### src/rtl/multicycle_control_pkg.sv
// Shared encodings for the multi-cycle Mini-MIPS control FSM:
// state codes, opcodes, funct values, ALU codes and mux selects.
package multicycle_control_pkg;

  typedef enum logic [3:0] {
    S_FETCH     = 4'd0,
    S_DECODE    = 4'd1,
    S_MEM_ADDR  = 4'd2,
    S_MEM_READ  = 4'd3,
    S_MEM_WB    = 4'd4,
    S_MEM_WRITE = 4'd5,
    S_R_EXEC    = 4'd6,
    S_R_WB      = 4'd7,
    S_BRANCH    = 4'd8,
    S_JUMP      = 4'd9,
    S_I_EXEC    = 4'd10,
    S_I_WB      = 4'd11
  } state_e;

  localparam logic [5:0] OP_RTYPE = 6'h00;
  localparam logic [5:0] OP_LW    = 6'h23;
  localparam logic [5:0] OP_SW    = 6'h2B;
  localparam logic [5:0] OP_BEQ   = 6'h04;
  localparam logic [5:0] OP_BNE   = 6'h05;
  localparam logic [5:0] OP_J     = 6'h02;
  localparam logic [5:0] OP_ADDI  = 6'h08;
  localparam logic [5:0] OP_ANDI  = 6'h0C;
  localparam logic [5:0] OP_ORI   = 6'h0D;
  localparam logic [5:0] OP_XORI  = 6'h0E;

  localparam logic [5:0] FN_ADD = 6'h20;
  localparam logic [5:0] FN_SUB = 6'h22;
  localparam logic [5:0] FN_AND = 6'h24;
  localparam logic [5:0] FN_OR  = 6'h25;
  localparam logic [5:0] FN_XOR = 6'h26;

  localparam logic [5:0] ALU_CONTROL_ADD = 6'h20;
  localparam logic [5:0] ALU_CONTROL_SUB = 6'h22;
  localparam logic [5:0] ALU_CONTROL_AND = 6'h24;
  localparam logic [5:0] ALU_CONTROL_OR  = 6'h25;
  localparam logic [5:0] ALU_CONTROL_XOR = 6'h26;

  localparam logic [1:0] SRCB_REG    = 2'd0;
  localparam logic [1:0] SRCB_FOUR   = 2'd1;
  localparam logic [1:0] SRCB_IMM    = 2'd2;
  localparam logic [1:0] SRCB_BRANCH = 2'd3;

  localparam logic [1:0] PCSRC_ALU    = 2'd0;
  localparam logic [1:0] PCSRC_ALUOUT = 2'd1;
  localparam logic [1:0] PCSRC_JUMP   = 2'd2;

  function automatic logic is_logic_imm(input logic [5:0] op);
    return (op == OP_ANDI) || (op == OP_ORI) || (op == OP_XORI);
  endfunction

endpackage

### src/rtl/multicycle_control_alu_decoder.sv
// Opcode/funct to ALU control code, with a legal flag covering
// every R-type and immediate arithmetic instruction.
module alu_decoder
  import multicycle_control_pkg::*;
(
  input  logic [5:0] i_opcode,
  input  logic [5:0] i_funct,
  output logic [5:0] o_alu_control,
  output logic       o_legal
);

  always_comb begin
    o_alu_control = ALU_CONTROL_ADD;
    o_legal       = 1'b0;
    unique case (i_opcode)
      OP_RTYPE: begin
        o_legal = 1'b1;
        unique case (i_funct)
          FN_ADD:  o_alu_control = ALU_CONTROL_ADD;
          FN_SUB:  o_alu_control = ALU_CONTROL_SUB;
          FN_AND:  o_alu_control = ALU_CONTROL_AND;
          FN_OR:   o_alu_control = ALU_CONTROL_OR;
          FN_XOR:  o_alu_control = ALU_CONTROL_XOR;
          default: o_legal = 1'b0;
        endcase
      end
      OP_ADDI: begin
        o_legal       = 1'b1;
        o_alu_control = ALU_CONTROL_ADD;
      end
      OP_ANDI: begin
        o_legal       = 1'b1;
        o_alu_control = ALU_CONTROL_AND;
      end
      OP_ORI: begin
        o_legal       = 1'b1;
        o_alu_control = ALU_CONTROL_OR;
      end
      OP_XORI: begin
        o_legal       = 1'b1;
        o_alu_control = ALU_CONTROL_XOR;
      end
      default: ;
    endcase
  end

endmodule

### src/rtl/multicycle_control.sv
// Main control FSM of the multi-cycle Mini-MIPS datapath: decodes
// the IR, drives every datapath strobe and counts retired instructions.
module multicycle_control
  import multicycle_control_pkg::*;
(
  input  logic        clk,
  input  logic        reset,
  input  logic [5:0]  instr_opcode,
  input  logic [5:0]  instr_funct,
  input  logic        operands_are_equal,
  input  logic        mem_ready,
  output logic [5:0]  alu_control,
  output logic        alu_src_a,
  output logic [1:0]  alu_src_b,
  output logic        zero_ext,
  output logic        pc_write,
  output logic        ir_write,
  output logic        mem_read,
  output logic        mem_write,
  output logic        reg_write,
  output logic        i_or_d,
  output logic [1:0]  pc_source,
  output logic        mem_to_reg,
  output logic        reg_dst,
  output logic [3:0]  state,
  output logic        illegal_instr,
  output logic [31:0] retired
);

  state_e      r_state;
  state_e      w_next;
  logic [31:0] r_retired;
  logic [5:0]  w_alu_ctrl;
  logic        w_alu_legal;
  logic        w_is_mem;
  logic        w_is_br;
  logic        w_is_j;
  logic        w_is_r;
  logic        w_is_i;
  logic        w_known;
  logic        w_retire;

  alu_decoder u_alu_dec (
    .i_opcode      (instr_opcode),
    .i_funct       (instr_funct),
    .o_alu_control (w_alu_ctrl),
    .o_legal       (w_alu_legal)
  );

  assign w_is_mem = (instr_opcode == OP_LW) ||
                    (instr_opcode == OP_SW);
  assign w_is_br  = (instr_opcode == OP_BEQ) ||
                    (instr_opcode == OP_BNE);
  assign w_is_j   = (instr_opcode == OP_J);
  assign w_is_r   = w_alu_legal && (instr_opcode == OP_RTYPE);
  assign w_is_i   = w_alu_legal && (instr_opcode != OP_RTYPE);
  assign w_known  = w_is_mem | w_is_br | w_is_j | w_alu_legal;

  always_ff @(posedge clk or posedge reset) begin
    if (reset) r_state <= S_FETCH;
    else       r_state <= w_next;
  end

  always_comb begin
    w_next = S_FETCH;
    case (r_state)
      S_FETCH:    w_next = mem_ready ? S_DECODE : S_FETCH;
      S_DECODE: begin
        unique case (1'b1)
          w_is_mem: w_next = S_MEM_ADDR;
          w_is_r:   w_next = S_R_EXEC;
          w_is_br:  w_next = S_BRANCH;
          w_is_j:   w_next = S_JUMP;
          w_is_i:   w_next = S_I_EXEC;
          default:  w_next = S_FETCH;
        endcase
      end
      S_MEM_ADDR:
        w_next = (instr_opcode == OP_LW) ? S_MEM_READ : S_MEM_WRITE;
      S_MEM_READ:  w_next = mem_ready ? S_MEM_WB : S_MEM_READ;
      S_MEM_WRITE: w_next = mem_ready ? S_FETCH : S_MEM_WRITE;
      S_R_EXEC:    w_next = S_R_WB;
      S_I_EXEC:    w_next = S_I_WB;
      default:     w_next = S_FETCH;
    endcase
  end

  always_comb begin
    alu_control   = ALU_CONTROL_ADD;
    alu_src_a     = 1'b0;
    alu_src_b     = SRCB_REG;
    zero_ext      = 1'b0;
    pc_write      = 1'b0;
    ir_write      = 1'b0;
    mem_read      = 1'b0;
    mem_write     = 1'b0;
    reg_write     = 1'b0;
    i_or_d        = 1'b0;
    pc_source     = PCSRC_ALU;
    mem_to_reg    = 1'b0;
    reg_dst       = 1'b0;
    illegal_instr = 1'b0;
    case (r_state)
      S_FETCH: begin
        mem_read  = 1'b1;
        alu_src_b = SRCB_FOUR;
        ir_write  = mem_ready;
        pc_write  = mem_ready;
      end
      S_DECODE: begin
        alu_src_b     = SRCB_BRANCH;
        illegal_instr = !w_known;
      end
      S_MEM_ADDR: begin
        alu_src_a = 1'b1;
        alu_src_b = SRCB_IMM;
      end
      S_MEM_READ: begin
        mem_read = 1'b1;
        i_or_d   = 1'b1;
      end
      S_MEM_WB: begin
        reg_write  = 1'b1;
        mem_to_reg = 1'b1;
      end
      S_MEM_WRITE: begin
        mem_write = 1'b1;
        i_or_d    = 1'b1;
      end
      S_R_EXEC: begin
        alu_src_a   = 1'b1;
        alu_control = w_alu_ctrl;
      end
      S_R_WB: begin
        reg_write = 1'b1;
        reg_dst   = 1'b1;
      end
      S_BRANCH: begin
        alu_control = ALU_CONTROL_SUB;
        alu_src_a   = 1'b1;
        pc_source   = PCSRC_ALUOUT;
        pc_write    =
          ((instr_opcode == OP_BEQ) &&  operands_are_equal) ||
          ((instr_opcode == OP_BNE) && !operands_are_equal);
      end
      S_JUMP: begin
        pc_source = PCSRC_JUMP;
        pc_write  = 1'b1;
      end
      S_I_EXEC, S_I_WB: begin
        alu_control = w_alu_ctrl;
        alu_src_a   = 1'b1;
        alu_src_b   = SRCB_IMM;
        zero_ext    = is_logic_imm(instr_opcode);
        reg_write   = (r_state == S_I_WB);
      end
      default: ;
    endcase
  end

  // Count on the edge that leaves the final state of a legal instruction.
  assign w_retire =
    (r_state == S_MEM_WB) || (r_state == S_R_WB) ||
    (r_state == S_BRANCH) || (r_state == S_JUMP) ||
    (r_state == S_I_WB) ||
    ((r_state == S_MEM_WRITE) && mem_ready);

  always_ff @(posedge clk or posedge reset) begin
    if (reset)         r_retired <= 32'd0;
    else if (w_retire) r_retired <= r_retired + 32'd1;
  end

  assign state   = r_state;
  assign retired = r_retired;

endmodule

### config.mk
export PLATFORM = sky130hd
export DESIGN_NAME = multicycle_control
export DESIGN_NICKNAME = d
export VERILOG_FILES = /design/src/rtl/multicycle_control_pkg.sv /design/src/rtl/multicycle_control_alu_decoder.sv /design/src/rtl/multicycle_control.sv
export SDC_FILE = /design/constraint.sdc
export NUM_CORES = 1
export LEC_CHECK = 0
export ABC_CLOCK_PERIOD_IN_PS = 2300
export BUFFER_PORTS_ARGS = -buffer_cell sky130_fd_sc_hd__buf_2
export CORE_UTILIZATION = 45
export DETAILED_ROUTE_END_ITERATION = 8
export PLACE_DENSITY = 0.72
export SLEW_MARGIN = 20
export SYNTH_ARGS = -nofsm -noshare
export SYNTH_HDL_FRONTEND = slang
export SYNTH_SLANG_ARGS = --single-unit
export TNS_END_PERCENT = 10
### constraint.sdc
create_clock -name clk -period 2.3 [get_ports clk]
set_input_delay 0.23 -clock clk [delete_from_list [all_inputs] [get_ports clk]]
set_output_delay 0.23 -clock clk [all_outputs]
set_load 0.02 [all_outputs]
# [Word level (Yosys, flattened, before mapping)]
# Index checks and enable logic that the tools add are counted.
[word_totals] reg_bits=36 in_bits=16 output_inout_bits=57 wordCells=84
[classes] n_addsub=1 eq_ne=25 muxes=24 bitwise=3 n_reduce_logical=29
[ops] cell="$eq A6 B6 Y1 const B" count=7
[ops] cell="$add A32 B1 Y32 const B" count=1
[ops] cell="$pmux W4 S7" count=1
[ops] cell="$eq A6 B4 Y1 const B" count=4
[ops] cell="$pmux W6 S4" count=1
[ops] cell="$pmux W4 S5" count=1
[ops] cell="$eq A4 B3 Y1 const B" count=4
[ops] cell="$eq A4 B4 Y1 const B" count=4
[ops] cell="$eq A6 B3 Y1 const B" count=2
[ops] cell="$pmux W3 S4" count=1
[ops] cell="$pmux W6 S2" count=1
[ops] cell="$mux W1" count=11
[ops] cell="$logic_or A1 B1 Y1" count=10
[ops] cell="$reduce_or A5 Y1" count=2
[ops] cell="$mux W3" count=3
[ops] cell="$eq A4 B2 Y1 const B" count=2
[ops] cell="$reduce_or A2 Y1" count=4
[ops] cell="$eq A6 B2 Y1 const B" count=1
[ops] cell="$logic_not A6 Y1" count=1
[ops] cell="$pmux W2 S3" count=1
[ops] cell="$reduce_bool A6 Y1" count=1
[ops] cell="$reduce_or A3 Y1" count=2
[ops] cell="$logic_and A1 B1 Y1" count=5
[ops] cell="$eq A4 B1 Y1 const B" count=1
[ops] cell="other kinds (7)" count=11

# [Longest topological paths before layout]
# Gate-level depths: netlist (run 1).
[logic_depth] word_depth=7 mapped_depth=6 depth_no_buf=5

# [Modules after synthesis]
# From an unflattened synthesis (run 1), not the netlist that was laid out.
[hier_totals] hier_cells=246 area_unflattened_um2=2292.2
[by_module_without_submodules] module="multicycle_control" instances=1 cells_each=219 area_per_inst_um2=2129.5 seq_area_each_um2=900.9
[by_module_without_submodules] module="alu_decoder" instances=1 cells_each=27 area_per_inst_um2=162.7 seq_area_each_um2=0.0

# [Worst setup path after synthesis (run 1)]
# No wires, ideal clock.
[synth_path] kind="flip-flop to output port" startpoint="register r_state[3] (netlist: state[3])" endpoint="output port pc_write" t_arrival_ns=2.022 required_time_ns=2.070 slack_ns=0.048 path_stages_with_launch=7 n_path_buf=1 cell_sequence="dfrtp_1 clkbuf_1 nor2b_1 nand2_1 nor4_1 a211oi_1 nor4_1"
[synth_via] elab_chain_len=2 word_cells_on_any_way=4 cone_classes="2 x eq/ne; 1 x mux; 1 x reduce/logical"
[synth_lines] element="start: declaration" line="multicycle_control.sv:30" source="state_e r_state;"
[synth_lines] element="start signal: assignment" line="multicycle_control.sv:61" source="else r_state <= w_next;"
[synth_lines] element="$eq A4 B4 Y1 or $logic_not A4 Y1 (tied branches)" line="multicycle_control.sv:103" source="case (r_state)"
[synth_lines] element="$pmux W1 S3 (*)" line="multicycle_control.sv:103"
[synth_lines] element="end: declaration" line="multicycle_control.sv:16" source="output logic pc_write,"
# Every way passes the cells marked *; elsewhere a longest branch is shown, timed or not.

# [Worst setup path in the final report (run 1)]
[layout_path] startpoint="register r_state[0] (netlist: state[0])" endpoint="output port pc_write"
# The elaborated chain is that of the path after synthesis.

==> flow_summary.yaml, run 1 <==
cts:
  cts_buffers: 5
  clock_sinks: 36
  clk_pin_slew_ps: 70
  clockBufferDepth: 2
  clk_root_buffer_cell: "clkbuf_8"
  htreeDepth: 2
  clk_latency_ps: 280
  cts_tree: "built"
sta:
  post-route-period-util: 0.935
  finClkSkew_ps: 2.30
  worstMarginPinSlew_ps: 578
  setup_viol: 0
  hold_ws_ps: 34.7
  min_period_ps: 2150
  slew_violations: 0
  fmax_mhz: 465
  hold_violations: 0
  relSlewSlack: 0.612
yosys:
  syn_inst: 255
  yosys.area_share.adder: 0.00560
  synth_simple_gate_area_frac: 0.336
  synth-compound-area-share: 0.0767
  synth_top_family_by_area: "simple AND/OR/NAND/NOR gates"
  yosys.area.top_type_share: 0.403
  synth_area_leaders: "dfrtp_1 (40%), xnor2_1 (7.4%), xor2_1 (5.5%), nor2_1 (4.7%), nand2_1 (4.2%)"
  synth-seq-area-share: 0.403
  synth_xor_area_frac: 0.137
  synth_top_area_cell: "dfrtp_1"
  synth_ff_type: "dfrtp_1"
  synthArstFlopShare: 1.00
  synth_area_um2: 2240
  yosys_register_bits: 36
  synth-edff-count: 0
  synth_mux_area_frac: 0
  yosysUniqueCellTypes: 44
  yosysWarnings: 0
  avgSynthCellArea_um2: 8.77
routing:
  wl_per_cell_um: 12.9
  vias_per_cell: 5.22
  detail_route.iter0.violations: 84
  drt.antenna.violating_nets: 0
  routed_wl_mm: 5.16
  drcViolationCount: 0
  dr.pass1.iters: 4
  num_vias: 2092
worst_setup_path:
  rr_worst_depth: 5
  crit_fanout: 16
  critPathKind: "flip-flop to primary output"
  worstPathRequired_ps: 2070
  r2r_end: "retired[31]"
  regToRegSetupSlack_ps: 160
  endpoint_kind: "primary output"
  crit_path_start_kind: "flip-flop"
  r2r_start: "retired[12]"
  arrival_ps: 1920
grt:
  grt_max_degree: 37
  grt_use_total: 0.203
  grt_pass1_vias: 1900
  overflow: 0
  grt_pass1_wl_mm: 8.34
  antenna_found_initial: 0
place:
  place_congestion: 0.839
  dp_hpwl_mm: 3.89
  port_buffers: 69
floorplan:
  core_area_um2: 4750
  die_w_um: 72.5
  fp.dieArea_um2: 5250
  fp-row-count: 25
  ios: 73
  start_util: 0.470
  die_y_um: 72.5
finish:
  diodes: 0
  finish.utilization: 0.594
  layout-drive-gt1-share: 0.314
  syn_to_final_growth_pct: 26.2
  num-nets-final: 350
power:
  power_density_nw_per_um2: 688
  finalPower_w: 0.00194
  p_leak_nw: 1.48
  vdd_drop_max_uv: 510
outcome:
  status: "complete, no violations"
min_path:
  holdCritPathClass: "input pin to asynchronous set/reset pin"
run:
  cap_violations: 0
[flip-flops by register name, summed over array words and instances, names as in the netlist]
| register | cells |
|---|---|
| retired | 32 |
| state | 4 |
[cell usage in the layout, fill, tap and decap left out, drive strengths merged, types with 6 or more instances in the layout]
cell type,instances
inv,9
and4,7
nor2b,6
xnor2,20
buf,80
nand4,11
nand2,25
clkbuf,9
dfrtp,36
xor2,14
nand3,18
a21oi,10
o21ai,8
nor2,28
nor3,8
and3,8
[worst max-delay path, stage by stage, from the launching register on]
cell and delay, ps:
dfrtp_1 400, buf_4 200, nor2_2 140, nand2_2 90
nor4_4 240, a211oi_1 90, nor4_1 270, buf_2 210
[synthesized netlist by cell type, types with 4 or more instances]
library cell / n
a21oi_1: 10
and4_1: 6
nor2_1: 28
xnor2_1: 19
o21ai_0: 8
nand3_1: 18
xor2_1: 14
nor4_1: 4
nor3_1: 8
dfrtp_1: 36
clkbuf_1: 6
inv_1: 9
nand4_1: 8
nor2b_1: 6
nand2_1: 25
and3_1: 8
[worst max path at each step]
stage / end / start / cells past startpoint
finish: pc_write / state[0] / 7
global route: pc_write / state[0] / 7
CTS: pc_write / state[2] / 7
detailed placement: retired[31] / retired[12] / 5
global placement: retired[31] / retired[11] / 5
floorplan: pc_write / state[3] / 6
[timing repair]
item,4_1_cts,5_1_grt
gates resized for setup,2,6
pin swaps,0,2
buffers inserted,0,4
endpoints found under the hold margin,0,0
cloned,0,1
hold buffers,0,0
endpoints found under the setup margin,1,1
[layout make-up]
type	count	area [um^2]
repair buffers	81	434
flip-flops and latches	36	902
inverters	9	33.8
well taps	67	83.8
fillers	440	1930
clock buffers	8	90.1
multi-input cells	200	1280
[kinds of logic after synthesis]
kind of cell,Yosys count
and+or+nand+nor,134
DFF,36
xor gates and xnor gates,34
AOI/OAI and AO/OA,28
buffers and inverters,20
other,2
adders and majority gates,1
[report_power, final]
part           total, W  switching, W  internal, W
clock network  0.000448      0.000204     0.000244
logic          0.000742      0.000464     0.000278
registers      0.000751     0.0000682     0.000682
[per-stage QoR]
stage | std cells | area [um^2] | setup slack [ps] | setup TNS (ps)
2_1_floorplan | 256 | 2240 | 47.6 | 0
3_3_place_gp | 388 | 2670 | 234 | 0
3_5_place_dp | 388 | 2670 | 168 | 0
4_1_cts | 396 | 2770 | 24.6 | 0
5_1_grt | 401 | 2820 | -1.84 | -1.84
6_report | 401 | 2820 | 148 | 0
[routing by layer]
metal / track usage / vias to the layer above / part of all wire
li1: - / 1039 / -
met1: 0.259 / 991 / 0.47
met2: 0.351 / 56 / 0.48
met3: 0.0292 / 6 / 0.035
met4: 0.0675 / 0 / 0.012
met5: 0 / - / 0
No activity file was read; power rests on OpenSTA's default activity.
==> run 2, diff against run 1 <==
Settings changed: REMOVE_ABC_BUFFERS set to 1.
==> flow_summary.yaml, run 2 (same netlist as run 1, synthesis figures left out) <==
outcome:
  status: "complete, no violations"
grt:
  grt_pass1_wl_mm: 8.07
  grt_pass1_vias: 1819
  overflow: 0
  grt_max_degree: 37
  grt_use_total: 0.198
  antenna_found_initial: 0
floorplan:
  die_w_um: 72.5
  ios: 73
  fp.dieArea_um2: 5250
  core_area_um2: 4750
  fp-row-count: 25
  start_util: 0.470
  die_y_um: 72.5
cts:
  postCtsHoldBufs: 0
  cts_buffers: 5
  htreeDepth: 2
  clk_root_buffer_cell: "clkbuf_8"
  clock_sinks: 36
  ctsResizeCount: 0
  cts_tree: "built"
  clockBufferDepth: 2
  clk_pin_slew_ps: 70
  cts_setup_buffers: 0
  clk_latency_ps: 290
worst_setup_path:
  arrival_ps: 1930
  critPathKind: "flip-flop to primary output"
  crit_path_start_kind: "flip-flop"
  endpoint_kind: "primary output"
  worstPathRequired_ps: 2070
  crit_fanout: 16
finish:
  layout_commonest_cell: "buf_2"
  diodes: 0
  final_cell_count_no_fill: 396
  layout_common_cells: "buf_2 (69), dfrtp_1 (36), nor2_1 (28)"
  syn_to_final_growth_pct: 26.8
  num-nets-final: 345
  largest_reg_flops: 32
  layout-drive-gt1-share: 0.301
place:
  dp.cells: 388
  port_buffers: 69
  place_congestion: 0.851
  dp_hpwl_mm: 3.84
sta:
  relSlewSlack: 0.611
  post-route-period-util: 0.940
  fin_setup_tns_ps: 0
  fmax_mhz: 463
  setup_viol: 0
  worstMarginPinSlew_ps: 578
  slew_violations: 0
  rsz0062_at_grt: "false"
  min_period_ps: 2160
  finClkSkew_ps: 9.26
  hold_violations: 0
routing:
  detail_route.iter0.violations: 89
  routed_wl_mm: 5.07
  wl_per_cell_um: 12.8
  vias_per_cell: 5.20
  drcViolationCount: 0
  dr.pass1.iters: 4
  num_vias: 2059
  drt.antenna.violating_nets: 0
power:
  vdd_drop_max_uv: 513
  power_density_nw_per_um2: 787
  p_leak_nw: 1.48
min_path:
  holdCritPathClass: "input pin to asynchronous set/reset pin"
run:
  cap_violations: 0
-- run 2: final timing paths --
path	startpoint	to	slack, ps	cells after the start
min	reset	retired[17]	30	3
min reg2reg	retired[9]	retired[9]	480	1
max in group asynchronous	reset	state[3]	1950	3
max	state[2]	pc_write	140	7
min in group clk	instr_opcode[4]	state[1]	330	3
max reg2reg	retired[11]	retired[31]	200	5
-- run 2: worst max-delay path, cell delays in order (launching register included) --
cell	delay, ps
dfrtp_1	400
buf_4	200
nor2b_2	150
nand2_1	110
nor4_2	290
a211oi_1	80
nor4_1	200
buf_2	220
-- run 2: routing by layer --
| metal | wire, um | vias up | GRT usage |
|---|---|---|---|
| met2 | 2430 | 85 | 0.336 |
| li1 | - | 1030 | - |
| met3 | 267 | 6 | 0.0236 |
| met5 | 0 | - | 0 |
| met1 | 2300 | 938 | 0.250 |
| met4 | 68 | 0 | 0.0959 |
-- run 2: final cells by class --
class	count	area [um^2]
fill	424	1920
sequential	36	901
inverter	9	33.8
multi-input combinational	200	1260
timing repair buffer	76	398
clock inverter	3	90.1
tap	67	83.8
clock buffer	5	68.8
-- run 2: per-stage QoR --
stage	setup slack (ps)	utilization	total power [W]	hold slack, ps	cell area, um^2
after floorplan	-54.6	-	0.00121	397	2190
after global placement	244	0.561	0.00146	348	2670
after detailed placement	208	0.561	0.00147	355	2670
after CTS	29.4	0.594	0.00224	46.4	2830
after global routing	1.36	0.596	0.00235	64.9	2840
final	138	0.596	0.00223	31.6	2840
-- run 2: report_power, final --
part	internal, W	total, W	switching [W]	leakage [nW]
combinational	0.000264	0.000713	0.000450	0.914
sequential	0.000681	0.000749	0.0000675	0.485
clock	0.000542	0.000768	0.000226	0.0784
total	0.00149	0.00223	0.000743	1.48
==> run 3, diff against run 2 <==
Settings changed: ABC_AREA set to 1, ABC_CLOCK_PERIOD_IN_PS 2300 to 1900, PLACE_DENSITY 0.72 to 0.73.
Clock period 2.3 ns to 1.9 ns, I/O delays scaled along.
==> flow_summary.yaml, run 3 <==
floorplan:
  ios: 73
  fp.dieArea_um2: 6210
  die_w_um: 78.8
  fp-row-count: 27
  die_y_um: 78.8
  start_util: 0.473
  core_area_um2: 5610
yosys:
  yosysUniqueCellTypes: 27
  synth_ff_type: "dfrtp_1"
  synth_commonest_cells: "nand2_1 (182), nor2_1 (80), inv_1 (45)"
  synthArstFlopShare: 1.00
  synth_top_area_cell: "dfrtp_1"
  synth-seq-area-share: 0.339
  synth-edff-count: 0
  yosys.area.top_type_share: 0.339
  avgSynthCellArea_um2: 6.13
  syn_inst: 433
  synth_area_um2: 2660
  synth_area_leaders: "dfrtp_1 (34%), nand2_1 (26%), nor2_1 (11%), inv_1 (6.4%), nand3_1 (4.3%)"
  yosys_register_bits: 36
  synth.most_common_cell: "nand2_1"
  yosysWarnings: 0
sta:
  setup_ws_ps: 89.3
  min_period_ps: 1810
  rsz0062_at_grt: "true"
  slew_violations: 0
  fmax_mhz: 552
  hold_ws_ps: -3.62
  setup_viol: 0
  finClkSkew_ps: 7.67
  post-route-period-util: 0.953
  hold_violations: 10
place:
  port_buffers: 69
  place_congestion: 0.930
  dp_hpwl_mm: 5.26
  dp_slack_ps: 306
cts:
  clock_sinks: 36
  cts_setup_buffers: 0
  clk_latency_ps: 290
  htreeDepth: 2
  cts_buffers: 5
  clk_pin_slew_ps: 70
  clk_root_buffer_cell: "clkbuf_8"
  cts_tree: "built"
  clockBufferDepth: 2
grt:
  grt_use_total: 0.224
  antenna_found_initial: 0
  grt_pass1_vias: 2536
  overflow: 0
  grt_pass1_wl_mm: 10.9
  grt_max_degree: 37
worst_setup_path:
  endpoint_kind: "primary output"
  arrival_ps: 1620
  rr_worst_depth: 7
  regToRegSetupSlack_ps: 310
  critPathKind: "flip-flop to primary output"
  worstSetupStartpoint: "state[3]"
  r2r_start: "retired[0]"
  worstPathRequired_ps: 1710
  crit_path_start_kind: "flip-flop"
  r2r_end: "retired[18]"
  crit_path_end: "illegal_instr"
  crit_fanout: 6
routing:
  drt.antenna.violating_nets: 0
  drcViolationCount: 0
  detail_route.iter0.violations: 115
  vias_per_cell: 4.79
  num_vias: 2763
  dr.pass1.iters: 4
  wl_per_cell_um: 11.5
  routed_wl_mm: 6.61
power:
  p_leak_nw: 1.67
  power_frac_clock: 0.280
  vdd_drop_max_uv: 465
  power.internal_w: 0.00134
  p_comb_frac: 0.295
  finalPower_w: 0.00211
  power_density_nw_per_um2: 667
  switching_share: 0.364
  power_frac_seq: 0.426
  power.switching_w: 0.000766
finish:
  syn_to_final_growth_pct: 19.0
  layout_common_cells: "nand2_1 (181), nor2_1 (76), buf_2 (68)"
  diodes: 0
  largest_reg_flops: 32
  num-nets-final: 522
  layout-drive-gt1-share: 0.198
  layout_commonest_cell: "nand2_1"
min_path:
  holdCritPathClass: "input pin to asynchronous set/reset pin"
outcome:
  status: "finished, violations left"
  violations: "negative hold slack"
run:
  cap_violations: 0
## run 3: what timing repair did
item | in CTS | in global routing
resized for setup | 1 | 8
hold buffers | 0 | 0
gates cloned | 0 | 0
setup endpoints to repair | 1 | 6
## run 3: cell type report
cell class,count,area (um^2)
Clock buffer,7,96.3
Fill cell,576,2450
Inverter,47,176
Multi-Input combinational cell,343,1520
Sequential cell,36,902
Tap cell,72,90.1
Timing Repair Buffer,72,370
## run 3: how the worst min path moves through the flow
stage / from / endpoint / depth (start not counted)
global route: reset / retired[28] / 3
CTS: reset / retired[20] / 3
floorplan: instr_opcode[3] / state[2] / 2
finish: reset / retired[19] / 3
detailed placement: reset / retired[28] / 3
global placement: reset / retired[26] / 3
## run 3: power groups by stage
stage	sequential [W]	combinational, W	clock, W
after floorplan	0.000968	0.000328	0
after global placement	0.000900	0.000597	0
after detailed placement	0.000908	0.000599	0
after CTS	0.000893	0.000607	0.000606
after global routing	0.000905	0.000682	0.000634
final	0.000897	0.000620	0.000589
## run 3: cell families after synthesis
logic type / count (synthesis) / share of synthesized area
other: 2 / 0.00283
xor gates and xnor gates: 16 / 0.0528
and+or+nand+nor: 310 / 0.475
adders and majority gates: 1 / 0.00471
buffers and inverters: 55 / 0.0966
DFF: 36 / 0.339
AOI/OAI and AO/OA: 13 / 0.0283
## run 3: through the flow
step | hold WS, ps | setup TNS, ps | utilization | instance area, um^2 | cells
CTS | 15.9 | 0 | 0.559 | 3140 | 577
detailed placement | 326 | 0 | 0.541 | 3040 | 570
floorplan | 343 | 0 | - | 2580 | 426
global route | 76.5 | -54.1 | 0.563 | 3160 | 577
global placement | 323 | 0 | 0.541 | 3040 | 570
finish | -3.62 | 0 | 0.563 | 3160 | 577
## run 3: routing by layer
metal	wire (um)	GRT usage
met1	3070	0.271
met5	0	0
met4	180	0.0982
met2	3110	0.390
met3	246	0.0379
## run 3: worst max-delay path: stages, from the launching register on
cell and delay, ps:
dfrtp_1 430, nor2_1 220, inv_1 150, nor2_4 160
nand3_1 100, nor2_1 120, buf_2 170
